$ cat src/rtl/seg7_scan_display_if.sv
// Display-side bundle for seg7_scan_display: load/blank controls in, scanned segment and enable pins out.
// The master side belongs to the producer of the values, and the slave side belongs to the driver.
interface seg7_scan_display_if #(
   parameter int NUM_DIGITS = 8
);
   logic                      Load;
   logic [4*NUM_DIGITS-1:0]   Value;
   logic [NUM_DIGITS-1:0]     DpMask;
   logic                      Blank;
   logic [6:0]                out7;
   logic                      dp_out;
   logic [NUM_DIGITS-1:0]     en_out;
   logic                      FrameDone;

   modport master (
      output Load, Value, DpMask, Blank,
      input  out7, dp_out, en_out, FrameDone
   );

   modport slave (
      input  Load, Value, DpMask, Blank,
      output out7, dp_out, en_out, FrameDone
   );
endinterface

$ cat src/rtl/seg7_scan_display.sv
// Multiplexed hex seven-segment driver: clock-enable scan, double-buffered values committed at frame wrap,
// leading-zero blanking, per-digit decimal points, global blank. Outputs are registered one cycle after the index.
module seg7_scan_display #(
   parameter int NUM_DIGITS  = 8,
   parameter int REFRESH_DIV = 100000,
   parameter int BLANK_LZ    = 1
) (
   input  logic                 Clk,
   input  logic                 Reset,
   seg7_scan_display_if.slave   bus
);
   localparam int IW = (NUM_DIGITS  > 1) ? $clog2(NUM_DIGITS)  : 1;
   localparam int CW = (REFRESH_DIV > 1) ? $clog2(REFRESH_DIV) : 1;
   localparam int VW = 4 * NUM_DIGITS;
   localparam logic [CW-1:0] CNT_MAX = CW'(REFRESH_DIV - 1);
   localparam logic [IW-1:0] IDX_MAX = IW'(NUM_DIGITS - 1);

   logic [CW-1:0]          r_cnt;
   logic [IW-1:0]          r_idx;
   logic [VW-1:0]          r_sh_val;
   logic [NUM_DIGITS-1:0]  r_sh_dp;
   logic                   r_pend;
   logic [VW-1:0]          r_act_val;
   logic [NUM_DIGITS-1:0]  r_act_dp;
   logic [6:0]             r_out7;
   logic                   r_dp;
   logic [NUM_DIGITS-1:0]  r_en;
   logic                   r_fd;

   logic                   w_tick;
   logic                   w_wrap;
   logic [3:0]             w_nib;
   logic                   w_dp_bit;
   logic                   w_upper_nz;
   logic                   w_off;
   logic [NUM_DIGITS-1:0]  w_en_nxt;
   logic [6:0]             w_seg;

   assign w_tick = (r_cnt == CNT_MAX);
   assign w_wrap = w_tick && (r_idx == IDX_MAX);

   always_ff @(posedge Clk or posedge Reset) begin
      if (Reset) begin
         r_cnt <= '0;
         r_idx <= '0;
      end else if (w_tick) begin
         r_cnt <= '0;
         r_idx <= w_wrap ? '0 : r_idx + 1'b1;
      end else begin
         r_cnt <= r_cnt + 1'b1;
      end
   end

   // A Load landing on the wrapping tick bypasses the shadow and commits directly.
   always_ff @(posedge Clk or posedge Reset) begin
      if (Reset) begin
         r_sh_val  <= '0;
         r_sh_dp   <= '0;
         r_pend    <= 1'b0;
         r_act_val <= '0;
         r_act_dp  <= '0;
      end else if (w_wrap) begin
         r_pend <= 1'b0;
         if (bus.Load) begin
            r_act_val <= bus.Value;
            r_act_dp  <= bus.DpMask;
         end else if (r_pend) begin
            r_act_val <= r_sh_val;
            r_act_dp  <= r_sh_dp;
         end
      end else if (bus.Load) begin
         r_sh_val <= bus.Value;
         r_sh_dp  <= bus.DpMask;
         r_pend   <= 1'b1;
      end
   end

   // A digit stays lit if any nibble or decimal point at or above it is non-zero.
   always_comb begin
      w_nib      = 4'h0;
      w_dp_bit   = 1'b0;
      w_upper_nz = 1'b0;
      w_en_nxt   = '1;
      for (int j = 0; j < NUM_DIGITS; j++) begin
         if (r_idx == IW'(j)) begin
            w_nib    = r_act_val[4*j +: 4];
            w_dp_bit = r_act_dp[j];
         end
         if (IW'(j) >= r_idx) begin
            w_upper_nz = w_upper_nz | (r_act_val[4*j +: 4] != 4'h0) | r_act_dp[j];
         end
      end
      w_off = bus.Blank || ((BLANK_LZ != 0) && (r_idx != '0) && !w_upper_nz);
      for (int j = 0; j < NUM_DIGITS; j++) begin
         w_en_nxt[j] = w_off || (r_idx != IW'(j));
      end
   end

   always_comb begin
      w_seg = 7'h7F;
      case (w_nib)
         4'h0: w_seg = 7'b1000000;
         4'h1: w_seg = 7'b1111001;
         4'h2: w_seg = 7'b0100100;
         4'h3: w_seg = 7'b0110000;
         4'h4: w_seg = 7'b0011001;
         4'h5: w_seg = 7'b0010010;
         4'h6: w_seg = 7'b0000010;
         4'h7: w_seg = 7'b1111000;
         4'h8: w_seg = 7'b0000000;
         4'h9: w_seg = 7'b0010000;
         4'hA: w_seg = 7'b0001000;
         4'hB: w_seg = 7'b0000011;
         4'hC: w_seg = 7'b1000110;
         4'hD: w_seg = 7'b0100001;
         4'hE: w_seg = 7'b0000110;
         4'hF: w_seg = 7'b0001110;
         default: w_seg = 7'h7F;
      endcase
   end

   always_ff @(posedge Clk or posedge Reset) begin
      if (Reset) begin
         r_out7 <= 7'h7F;
         r_dp   <= 1'b1;
         r_en   <= '1;
         r_fd   <= 1'b0;
      end else begin
         r_out7 <= w_off ? 7'h7F : w_seg;
         r_dp   <= w_off | ~w_dp_bit;
         r_en   <= w_en_nxt;
         r_fd   <= w_wrap;
      end
   end

   assign bus.out7      = r_out7;
   assign bus.dp_out    = r_dp;
   assign bus.en_out    = r_en;
   assign bus.FrameDone = r_fd;
endmodule

$ cat src/flat_wrapper.sv
// flat-port wrapper written by rule: the top's interface ports become plain ports
module seg7_scan_display_flat 
#(
   parameter int NUM_DIGITS  = 8,
   parameter int REFRESH_DIV = 100000,
   parameter int BLANK_LZ    = 1
)
  (Clk, Reset, bus_Load, bus_Value, bus_DpMask, bus_Blank, bus_out7, bus_dp_out, bus_en_out, bus_FrameDone);
  seg7_scan_display_if #(.NUM_DIGITS(NUM_DIGITS)) bus_i ();
  input  logic Clk;
  input  logic Reset;
  input wire logic [$bits(bus_i.Load)-1:0] bus_Load;
  input wire logic [$bits(bus_i.Value)-1:0] bus_Value;
  input wire logic [$bits(bus_i.DpMask)-1:0] bus_DpMask;
  input wire logic [$bits(bus_i.Blank)-1:0] bus_Blank;
  output wire logic [$bits(bus_i.out7)-1:0] bus_out7;
  output wire logic [$bits(bus_i.dp_out)-1:0] bus_dp_out;
  output wire logic [$bits(bus_i.en_out)-1:0] bus_en_out;
  output wire logic [$bits(bus_i.FrameDone)-1:0] bus_FrameDone;
  assign bus_i.Load = bus_Load;
  assign bus_i.Value = bus_Value;
  assign bus_i.DpMask = bus_DpMask;
  assign bus_i.Blank = bus_Blank;
  assign bus_out7 = bus_i.out7;
  assign bus_dp_out = bus_i.dp_out;
  assign bus_en_out = bus_i.en_out;
  assign bus_FrameDone = bus_i.FrameDone;
  seg7_scan_display #(.NUM_DIGITS(NUM_DIGITS), .REFRESH_DIV(REFRESH_DIV), .BLANK_LZ(BLANK_LZ)) u_core (.Clk(Clk), .Reset(Reset), .bus(bus_i));
endmodule
$ cat config.mk
export PLATFORM = sky130hd
export DESIGN_NAME = seg7_scan_display_flat
export DESIGN_NICKNAME = d
export VERILOG_FILES = /design/src/rtl/seg7_scan_display_if.sv /design/src/rtl/seg7_scan_display.sv /design/src/flat_wrapper.sv
export SDC_FILE = /design/constraint.sdc
export NUM_CORES = 1
export LEC_CHECK = 0
export ABC_AREA = 1
export CAP_MARGIN = 20
export CORE_AREA = 2 2 150 108
export CTS_BUF_LIST = sky130_fd_sc_hd__clkbuf_8
export DETAILED_ROUTE_END_ITERATION = 16
export DIE_AREA = 0 0 152 110
export DONT_BUFFER_PORTS = 1
export SETUP_SLACK_MARGIN = 0.1
export SYNTH_ARGS = -nofsm -noshare
export SYNTH_HDL_FRONTEND = slang
export SYNTH_SLANG_ARGS = --single-unit
$ cat constraint.sdc
create_clock -name Clk -period 4 [get_ports Clk]
set_input_delay 1 -clock Clk [delete_from_list [all_inputs] [get_ports Clk]]
set_output_delay 1 -clock Clk [all_outputs]
set_load 0.01 [all_outputs]
==> results of run 1 <==
cell families (layout without fill, tap and decap cells):
logic type / count (synthesis) / after routing / share of synthesized area (%)
DFF: 118 / 118 / 49.66
buffers and inverters: 129 / 136 / 8.966
AOI/OAI and AO/OA: 137 / 137 / 12.27
and+or+nand+nor: 365 / 365 / 26.67
adders and majority gates: 11 / 11 / 2.299
xor gates and xnor gates: 1 / 1 / 0.1463
final timing paths:
| path | slack, ns | cells after the start | to |
|---|---|---|---|
| min | 0.47 | 1 | u_core.r_cnt[0] |
| max in group asynchronous | 2.69 | 2 | u_core.bus.out7[6] |
| max reg2reg | 1.26 | 11 | u_core.bus.out7[3] |
| min reg2reg | 0.47 | 1 | u_core.r_cnt[0] |
| min in group asynchronous | 0.49 | 1 | u_core.r_sh_val[6] |
| max | 1.26 | 11 | u_core.bus.out7[3] |
synthesized netlist by cell type, drive strengths merged:
cell type / number / area share [%]
a211oi: 1 / 0.13
a21oi: 11 / 0.98
a22oi: 2 / 0.25
a31oi: 15 / 1.6
buf: 14 / 1.7
clkbuf: 15 / 0.94
clkinv: 2 / 0.17
dfrtp: 102 / 43
dfstp: 16 / 7.0
ha: 11 / 2.3
inv: 98 / 6.1
nand2: 229 / 15
nand3: 56 / 5.3
nand3b: 1 / 0.13
nand4: 7 / 0.73
nor2: 58 / 3.7
nor3: 5 / 0.42
nor3b: 1 / 0.13
nor4: 3 / 0.82
o211ai: 4 / 0.50
o21a: 1 / 0.13
o21ai: 100 / 8.4
o221ai: 1 / 0.15
o22ai: 2 / 0.21
or2: 5 / 0.52
xor2: 1 / 0.15
layer usage:
layer	wire, um	GRT usage, %
met5	0	0
met1	7299	26.78
met2	5505	24.61
met3	697	4.808
met4	182	5.541
flip-flops by register name, indices dropped and copies added, names as in the netlist:
| signal | count |
|---|---|
| u_core.bus.FrameDone | 1 |
| u_core.bus.dp_out | 1 |
| u_core.bus.en_out | 8 |
| u_core.bus.out7 | 7 |
| u_core.r_act_dp | 8 |
| u_core.r_act_val | 32 |
| u_core.r_cnt | 17 |
| u_core.r_idx | 3 |
| u_core.r_pend | 1 |
| u_core.r_sh_dp | 8 |
| u_core.r_sh_val | 32 |
where the power goes:
part	internal [mW]	switching [mW]	leakage (nW)
combinational	0.0343	0.0750	1.55
sequential	1.24	0.0210	1.48
clock	0.647	0.515	0.211
total	1.92	0.611	3.25
metrics by stage:
stage / util, % / setup WS, ns / power, mW / area [sq um] / hold slack (ns)
2_1_floorplan: - / 1.572 / 1.371 / 5991 / 0.4329
3_3_place_gp: 40.13 / 1.398 / 1.390 / 6125 / 0.4451
3_5_place_dp: 40.13 / 1.297 / 1.391 / 6125 / 0.4613
4_1_cts: 42.87 / 1.273 / 2.558 / 6543 / 0.4763
5_1_grt: 42.87 / 0.9391 / 2.645 / 6543 / 0.4982
6_report: 42.87 / 1.256 / 2.528 / 6543 / 0.4731
final cells by class:
type / count / area (sq um)
multi-input combinational: 514 / 2477
clock buffer: 19 / 261.5
tap: 200 / 250.2
fill: 1496 / 8720
timing repair buffer: 4 / 42.54
inverter: 100 / 381.6
clock inverter: 13 / 156.4
sequential: 118 / 2973
==> results.md, run 1 <==
- Across every metal layer, demand over resource in global routing totals ~18%.
- The clock network latency to the later pin of the worst-skew pair is 0.44 ns.
- The reg-to-reg critical path startpoint is u_core.r_idx[0].
- The start-to-end type of the worst setup path is flop to flop.
- The post-detailed-route wirelength per cell is 14.14 um.
- The initial antenna violation count came to 0.
- The total number of vias is roughly 4700.
- The die boundary width is 152 um.
- Data on the critical path arrives at its endpoint at 3.10 ns.
- Dividing the detail-routed via count by the number of cells gives 4.834.
- The clock tree buffer depth is 2.
- The row count is 38.
- The residual DRC count is 0.
- The maximum number of pins on one net before global-route repair is 84.
- 0 antenna diodes ended up in the layout.
- On the worst path, the slowest cell contributes a delay of 0.69 ns.
- Compared with the post-synthesis result, the final layout area differs by 9.279%.
- The run finished with clean final reports.
- The start point of the worst hold path is u_core.r_cnt[0].
- The number of global-route vias before repair was around 4500.
- Gates resized during post-CTS repair numbered 0.
- The top-level port count is 61.
- The full die area is 16720 sq um.
- Leaving out fill and tap cells, the most frequent cell in the layout is sky130_fd_sc_hd__nand2_1.
- The post-detailed-routing wire length is 13.68 mm.
- The H-tree depth reported by CTS is 4.
- Counting tap cells, the placed design contains a total of 936 instances.
- TritonCTS built the clock tree.
- Hold repair after CTS inserted 0 buffers.
- Synthesis produced a netlist with a net count of 816.
- The average cell area after synthesis is 7.867 sq um.
- The congestion estimate from routability-driven global placement came to 0.8734.
- Together, buffers and inverters on the worst path number 2.
- Leaving out fill and tap cells, the most frequent cells in the layout are sky130_fd_sc_hd__nand2_1, sky130_fd_sc_hd__dfrtp_1, sky130_fd_sc_hd__inv_1.
- The total clock sinks is roughly 120.
- The placeable core region is approximately 15000 sq um.
- The first-pass GRT wire length is 23.39 mm.
- For this block, the initial DRC count from the detailed router was about 420.
- Across the run, the number of max-cap violations was 0.
- Data on the critical path is required at its endpoint by 4.36 ns.
- The cell family contributing the most delay on the critical path is adder cells.
- The count of final setup violators is 0.
- The worst clock skew is 0.01308 ns.
- The slowest cell on the critical path is sky130_fd_sc_hd__dfrtp_1.
- The post-synthesis register bit count is around 120.
- Based on the critical path, the design can be clocked at up to 364.5 MHz.
- The total global routing overflow is 0.
- Traced cell by cell, the critical path runs through ha_1 > ha_1 > inv_1 > or2_2 > nand2_1 > inv_1 > ha_1 > nand2_1 > nand2_1 > nand2_1 > nand3_1.
- The detailed placement HPWL is 9.694 mm.
- The count of nets left with antenna violations once routing finished came out at 0.
- The worst slew margin relative to its limit is 59.05%.
- The kind of end point of the critical path is a flop.
- The netlist area before placement is 5987 sq um.
- The number of slew-limit violations in the final report is 0.
- The highest ir drop seen on vdd is 0.1777 mV.
- For this configuration, the core starts out at a cell density of 39.23%.
- Sequential elements use 49.66% of the synthesized area.
- The die span in y is 110 um.
- The post-route netlist has 10.94% of its cells at a drive strength greater than 1.
- TritonCTS created 17 clock buffers.
- The count of TritonRoute iterations in the first routing pass is 5.
- The number of failing hold endpoints at the final stage is 0.
- The final standard cell count with taps included and fillers excluded is 968.
- The final period demand of the worst path is 2.744 ns.
- The timing startpoint of the critical path is u_core.r_idx[0].
- The total of buffers placed on input and output ports is 0.
- The biggest fanout along the worst timing path is 15.
- In the final design database the tool counted 810 nets.
- After clock tree synthesis, the clock-pin slew on the worst setup and hold paths is 0.08 ns.
- The worst setup path is launched from a flop.
- The total leakage power is 3.246 nW.
- The cell seen most often among critical-path stages is sky130_fd_sc_hd__nand2_1.
- The number of distinct standard cells referenced by the synthesized netlist is 38.
- The cell chosen for the clock root is sky130_fd_sc_hd__clkbuf_8.
- At the pin with the least slew margin, the transition time is 0.6130 ns.
- Of the available clock period, the critical path in the final layout requires about 69%.
- Setup total negative slack on the finished layout was measured at 0 ns.
- For this run, the number of Yosys warnings is 0.
- The number of instances in the synthesized netlist is 761.
- The power density relative to cell area is 386.3 nW/um^2.
- Setup repair after global routing left no endpoint under its margin.
- The classification of the worst-slack hold path is flop to flop.
- Once the clock tree was built, the setup fixing pass inserted 0 buffers.
(Power assumes the default switching activity.)
==> run 2: changes to the inputs <==
Clock period 4 ns to 2.7 ns, I/O delays scaled along.
==> results.md, run 2 (same netlist as run 1, synthesis figures left out) <==
- The flow ran to the end, and the final reports show no timing, DRC or antenna violations.
- Of the total power, the clock network draws 45.6%.
- For this run, design rule violations remaining after detail routing come to 0.
- Internal power comes to between 2 and 3 mW.
- For this design the top-level I/O count stands at 61.
- For this design, the slowest cell found on the critical path is sky130_fd_sc_hd__dfrtp_1.
- The fraction of layout instances using a drive strength above 1 is 11.92%.
- After global routing the overflow that remains totals 0.
- The aggregate global-route resource usage is 17.23%.
- TritonCTS built the clock tree.
- Of the available clock period, the critical path in the final layout requires 86.73%.
- Clock skew on the completed layout was measured at 0.01549 ns.
- The final antenna-violating net count is 0.
- After filler insertion, the fill cell instance count of the layout stands at 1507.
- By instance count, the cell type seen most on the critical path is sky130_fd_sc_hd__nand2_1.
- The total leakage power is 3.272 nW.
- For this design the ratio of total power to cell area is 563.8 nW/um^2.
- The number of antenna diodes in the final layout is 0.
- On the final layout, the worst hold slack is around 0.15 ns.
- The placeable core region is 15260 sq um.
- The most common library cell in the layout ignoring fill and taps is sky130_fd_sc_hd__nand2_1.
- Counting the buffers created by CTS gives 17.
- The sort of element at the start of the critical path is a flop.
- The setup check on the worst reg-to-reg path leaves a slack of between 0.3 and 0.4 ns.
- The pre-antenna-repair detailed-routing pass consisted of 5 iterations.
- The full die area is 16720 sq um.
- The worst setup slack before clock tree synthesis is 0.2980 ns.
- Clock-pin slew was measured on the worst setup and hold paths at 0.08 ns.
- Using the TritonRoute via totals, the vias-per-cell ratio works out to 4.925.
- The number of slew-limit violations in the final report came to 0.
- The sum of buffers and inverters on the critical path is 4.
- The clock network latency to the later pin of the worst-skew pair is 0.44 ns.
- Once placement completed, the tool counted placed cells totaling ~940.
- The number of nets at the end of the flow is 815.
- The switching share of power is 23.78%.
- The largest registers in the layout are u_core.r_act_val: 32 flops, u_core.r_sh_val: 32 flops, u_core.r_cnt: 17 flops.
- The critical path in this run is classified as flop to flop.
- The first global-routing pass estimated 22.94 mm of wire.
- The total of buffers placed on input and output ports is 0.
- For this design the total switching power over the nets is roughly 890 uW.
- In the final routed layout, each cell accounts on average for between 10 and 15 um.
- The post-detailed-routing wire length is 13.67 mm.
- The iteration-0 DRC count of the detailed router is between 300 and 400.
- The initial utilization of the core area, before any placement, comes to between 30% and 40%.
- The worst setup path is captured at a flop.
- The finished cells cover ~6600 sq um.
- From bottom edge to top edge, the die measures 110 um.
- The largest incremental delay on the critical path is 0.53 ns.
- The die boundary width is 152 um.
- Measured in cells, the most critical reg-to-reg path has a length of 17.
- The sum of internal, switching and leakage power is 3.726 mW.
- The number of global-route vias before repair was 4457.
- The total number of vias is 4787.
- The placer congestion estimate is 0.9316.
- The fmax is around 430 MHz.
- Leaving out fill and tap cells, the most frequent cells in the layout are sky130_fd_sc_hd__nand2_1, sky130_fd_sc_hd__dfrtp_1, sky130_fd_sc_hd__inv_1.
- The final period demand of the worst path is 2.342 ns.
- Along the worst path, the maximum fanout reaches 9.
- Setup slack on the critical path of the routed design comes to 0.3584 ns.
- The floorplan has 38 rows.
- The power share of the sequential group is roughly 50%.
- The number of failing hold endpoints at the final stage came to 0.
- The required time at the worst-slack endpoint is 3.07 ns.
- The H-tree depth reported by CTS is 4.
- Setup repair after global routing left no endpoint under its margin.
- The kind of cell with the highest combined delay on the critical path is simple AND/OR/NAND/NOR gates.
- Headroom to the max-slew limit came out at 64.13%.
- Entering global routing, the biggest net connects between 80 and 90 pins.
- The highest ir drop seen on vdd is 0.2482 mV.
- Summed over all failing endpoints, the final setup total negative slack is 0 ns.
- The transition at the pin with the smallest max-transition slack is about 0.54 ns.
- The longest clock path from root to sink contains 2 buffers.
- Per report_power, the combinational group accounts for roughly 4.5% of the total.
- After legalization and detailed placement, the total HPWL measured 9.713 mm.
- The relative area change from synthesis to final layout is 10.41%.
- STA puts the critical path data arrival time at 2.71 ns.
- Setup violations remaining at the end of the flow were counted as 0.
- The multi-input combinational cells in the finished layout cover a total of 2485 sq um.
- The reg-to-reg critical path startpoint is u_core.r_idx[2].
- Across the run, the number of max-cap violations was 0.
- The worst register-to-register path ends at u_core.bus.out7[1].
- The root buffer cell chosen for the clock tree is sky130_fd_sc_hd__clkbuf_8.
- The clock drives 118 sinks.
- The final standard cell count with taps included and fillers excluded is 972.
- The number of setup buffers added after CTS is 0.
- The classification of the worst-slack hold path is input pin to async pin.
- The critical path goes through inv_2 > nand3_2 > inv_2 > nand2_1 > nand2_1 > inv_1 > nand2_1 > nand2_1 > nand2_1 > nand2_1 > nand2_1 > inv_2 > ha_1 > nand2_1 > nor2_1 > nor2_1 > nand2_1.
- The instance area at placement is ~6200 sq um.
- For this run, the share of the core covered by cells in the final layout is between 40% and 50%.
- The initial antenna violation count is 0.
- The area occupied by registers is 2974 sq um.
[run 2: worst max path at each step]
stage / slack, ns / end / from / cells after the start
2_1_floorplan: 0.52 / u_core.bus.out7[1] / u_core.r_idx[0] / 19
3_3_place_gp: 0.36 / u_core.bus.out7[3] / u_core.r_idx[1] / 15
3_5_place_dp: 0.30 / u_core.bus.out7[3] / u_core.r_idx[1] / 15
4_1_cts: 0.28 / u_core.bus.out7[3] / u_core.r_idx[1] / 15
5_1_grt: 0.11 / u_core.bus.out7[1] / u_core.r_idx[0] / 17
6_report: 0.36 / u_core.bus.out7[1] / u_core.r_idx[2] / 17
[run 2: final cells by class]
class	instances	area share, %
Clock buffer	19	3.956
Multi-Input combinational cell	514	37.59
Timing Repair Buffer	9	1.590
Sequential cell	118	44.99
Tap cell	200	3.786
Inverter	100	5.773
Clock inverter	12	2.309
[run 2: worst register-to-register path: stages, from the launching register on]
cell and delay [ns]:
sky130_fd_sc_hd__dfrtp_1 0.53, sky130_fd_sc_hd__inv_2 0.18, sky130_fd_sc_hd__nand3_2 0.18, sky130_fd_sc_hd__inv_2 0.18, sky130_fd_sc_hd__nand2_1 0.08, sky130_fd_sc_hd__nand2_1 0.07
sky130_fd_sc_hd__inv_1 0.05, sky130_fd_sc_hd__nand2_1 0.06, sky130_fd_sc_hd__nand2_1 0.05, sky130_fd_sc_hd__nand2_1 0.07, sky130_fd_sc_hd__nand2_1 0.06, sky130_fd_sc_hd__nand2_1 0.13
sky130_fd_sc_hd__inv_2 0.08, sky130_fd_sc_hd__ha_1 0.28, sky130_fd_sc_hd__nand2_1 0.09, sky130_fd_sc_hd__nor2_1 0.04, sky130_fd_sc_hd__nor2_1 0.10, sky130_fd_sc_hd__nand2_1 0.06
[run 2: repair_timing]
action                                  in CTS  in global routing
resized for setup                            0                  4
hold buffers                                 0                  0
endpoints found under the setup margin       0                  7
[run 2: power groups by stage]
stage / registers [mW] / clock network [mW] / logic, mW
2_1_floorplan: 1.89 / 0 / 0.145
3_3_place_gp: 1.89 / 0 / 0.171
3_5_place_dp: 1.89 / 0 / 0.172
4_1_cts: 1.86 / 1.74 / 0.173
5_1_grt: 1.87 / 1.82 / 0.200
6_report: 1.86 / 1.70 / 0.167
[run 2: layer usage]
layer	up-vias	part of all wire, %	routed length [um]	GRT usage, %
met5	-	0	0	0
met4	0	1.1	151	5.274
met3	16	5.5	756	4.418
met2	132	39	5351	23.23
met1	2199	54	7410	26.67
li1	2440	-	-	-
==> run 3: changes to the inputs <==
Settings changed: CORE_AREA 2 2 150 108 to 2 2 175 126, DIE_AREA 0 0 152 110 to 0 0 177 128.
==> results.md, run 3 (same netlist as run 1, synthesis figures left out) <==
- The initial antenna violation count is 0.
- The tool flagged a number of max-cap violations equal to 0.
- The largest incremental delay on the critical path is 0.47 ns.
- In this run the critical register-to-register path is captured at u_core.bus.out7[1].
- At the worst endpoint, the arrival time is around 2.7 ns.
- The CTS tree is built.
- The aggregate global-route resource usage is 13.25%.
- The placeable core region is 21110 sq um.
- After clock tree synthesis, the clock-pin slew on the worst setup and hold paths is 0.08 ns.
- The reg-to-reg critical path startpoint is u_core.r_idx[0].
- The worst setup path is of the flop to flop kind.
- The most common library cell in the layout ignoring fill and taps is sky130_fd_sc_hd__nand2_1.
- The largest registers in the layout are u_core.r_act_val: 32 flops, u_core.r_sh_val: 32 flops, u_core.r_cnt: 17 flops.
- In this run the core area contains 45 standard-cell rows.
- The post-detailed-routing wire length is 14.59 mm.
- The length in cells of the worst reg-to-reg path is 17.
- The final antenna-violating net count is 0.
- The cell that appears most often on the critical path is sky130_fd_sc_hd__nand2_1.
- The clock passes through at most 2 buffers.
- The sum of internal, switching and leakage power is 3.781 mW.
- The tree is rooted in a sky130_fd_sc_hd__clkbuf_8.
- The register-to-register setup slack is 0.36 ns.
- The required time at the worst-slack endpoint is 3.05 ns.
- The kind of end point of the critical path is a flop.
- The H-tree depth reported by CTS is 4.
- The post-detailed-route wirelength per cell is 13.83 um.
- Measured along the x axis, the die boundary spans 177 um.
- At the pin with the least slew margin, the transition time is 0.6595 ns.
- After the last flow step, the layout net total stands at just over 800.
- The repair_antennas step left the layout with diodes totalling 0.
- Based on the critical path, the design can be clocked at up to between 400 and 500 MHz.
- Dividing the detail-routed via count by the number of cells gives 4.541.
- The number of global-route vias before repair is 4326.
- The classification of the worst-slack hold path is input pin to async pin.
- The worst-case IR drop observed on VDD is 0.2599 mV.
- The count of final setup violators is 0.
- The detailed placement HPWL is 10.25 mm.
- The number of failing hold endpoints at the final stage was 0.
- The power density relative to cell area is between 500 and 600 nW/um^2.
- The number of slew-limit violations in the final report is 0.
- The number of CTS-inserted buffers is 17.
- The critical path goes through buf_4 > nand3_2 > inv_2 > nand2_1 > nand2_1 > inv_1 > nand2_1 > nand2_1 > nand2_1 > nand2_1 > nand2_1 > inv_2 > ha_1 > nand2_1 > nor2_1 > nor2_1 > nand2_1.
- In this run, the number of DRC markers left after iteration 0 of detailed routing was 385.
- The initial cell density of the core is approximately 28%.
- Setup repair after global routing left no endpoint under its margin.
- The die covers approximately 23000 sq um.
- The area growth from synthesis to layout is 12.16%.
- For this run the aggregate overflow at the end of global routing stands at 0.
- The biggest fanout along the worst timing path is 10.
- STA classifies the critical path startpoint as a flop.
- The later pin in the worst-skew pair is clocked with a latency of 0.43 ns.
- In the routed design, unresolved DRC markers number 0.
- The final-layout setup total negative slack is 0 ns.
- The count of TritonRoute iterations in the first routing pass is 6.
- Between clock sinks in the finished design, the worst skew comes to 0.01461 ns.
- The placer congestion estimate is 0.9086.
- The post-route netlist has 12.03% of its cells at a drive strength greater than 1.
- Port buffering added 0 buffers.
- The run finished with clean final reports.
- The share of the clock period used by the worst path after layout is 86.56%.
- The maximum number of pins on one net before global-route repair is 119.
- The clock period could shrink to 2.337 ns.
- The total clock sinks is around 120.
- The worst pin sits at a relative slew slack of 56.04%.
- In this run the vertical extent of the chip is between 100 and 150 um.
- In the layout the commonest cells are sky130_fd_sc_hd__nand2_1, sky130_fd_sc_hd__dfrtp_1, sky130_fd_sc_hd__inv_1.
- The slowest cell on the critical path is sky130_fd_sc_hd__dfrtp_1.
- The total number of vias is ~4800.
- The total leakage power is roughly 3.3 nW.
- In this run the count of I/O pins placed on the die edge is 61.
- The number of setup buffers added after CTS is 0.
- The first global-routing pass estimated between 20 and 25 mm of wire.
[run 3: cell types whose count changed in the layout (fill, tap and decap cells not counted)]
| cell | previous run | this run |
|---|---|---|
| sky130_fd_sc_hd__ha_2 | 0 | 1 |
| sky130_fd_sc_hd__o21ai_0 | 88 | 89 |
| sky130_fd_sc_hd__ha_1 | 11 | 10 |
| sky130_fd_sc_hd__clkinvlp_4 | 5 | 2 |
| sky130_fd_sc_hd__clkinv_4 | 1 | 3 |
| sky130_fd_sc_hd__o21ai_1 | 12 | 11 |
| sky130_fd_sc_hd__buf_12 | 3 | 2 |
| sky130_fd_sc_hd__buf_4 | 6 | 7 |
| sky130_fd_sc_hd__clkbuf_8 | 19 | 20 |
| sky130_fd_sc_hd__inv_1 | 90 | 91 |
[run 3: how the worst max path moves through the flow]
stage          cells past startpoint             from            endpoint  slack, ns
2_1_floorplan                     19  u_core.r_idx[0]  u_core.bus.out7[1]       0.52
3_3_place_gp                      15  u_core.r_idx[1]  u_core.bus.out7[3]       0.33
3_5_place_dp                      18  u_core.r_idx[1]  u_core.bus.out7[1]       0.29
4_1_cts                           18  u_core.r_idx[1]  u_core.bus.out7[1]       0.25
5_1_grt                           17  u_core.r_idx[0]  u_core.bus.out7[1]       0.11
6_report                          17  u_core.r_idx[0]  u_core.bus.out7[1]       0.36
[run 3: cell type report]
cell class              instances  area (sq um)
clock inverters                12         151.4
multi-input cells             514          2487
inverters                     100         381.6
flip-flops and latches        118          2974
clock buffers                  20         275.3
repair buffers                  9         92.59
well taps                     282         352.8
fillers                      2226         14400
[run 3: repair_timing]
item                       in CTS  in global routing
setup endpoints to repair       0                  7
resized for setup               0                  4
hold buffers                    0                  0
[run 3: routing by layer]
| layer | GRT usage (%) | vias up | wire, um |
|---|---|---|---|
| met5 | 0 | - | 0 |
| met4 | 2.625 | 0 | 46 |
| met3 | 3.796 | 6 | 1031 |
| met2 | 17.33 | 130 | 5761 |
| met1 | 21.06 | 2217 | 7751 |
| li1 | - | 2438 | - |
[run 3: worst max-delay path, delay by kind of cell, from the launching register on]
kind | cells | cell delay, ns
AND/OR/NAND/NOR | 12 | 0.99
buffers and inverters | 4 | 0.53
adder cells (fa/ha/maj) | 1 | 0.28
flip-flops | 1 | 0.47
[run 3: report_power, final]
group | switching (mW) | internal, mW
clock | 0.764 | 0.987
combinational | 0.114 | 0.0541
sequential | 0.0311 | 1.83
[run 3: stage by stage]
stage                     setup WS [ns]  std cells  cell area (sq um)  utilization, %  hold WS (ns)
after floorplan                  0.5188        761               5991               -        0.4329
after CTS                        0.2515       1055               6704           31.75        0.3278
final                            0.3629       1055               6715           31.80        0.2631
after global placement           0.3344       1023               6277           29.73        0.4445
after global routing             0.1134       1055               6715           31.80        0.3231
after detailed placement         0.2855       1023               6277           29.73        0.4554
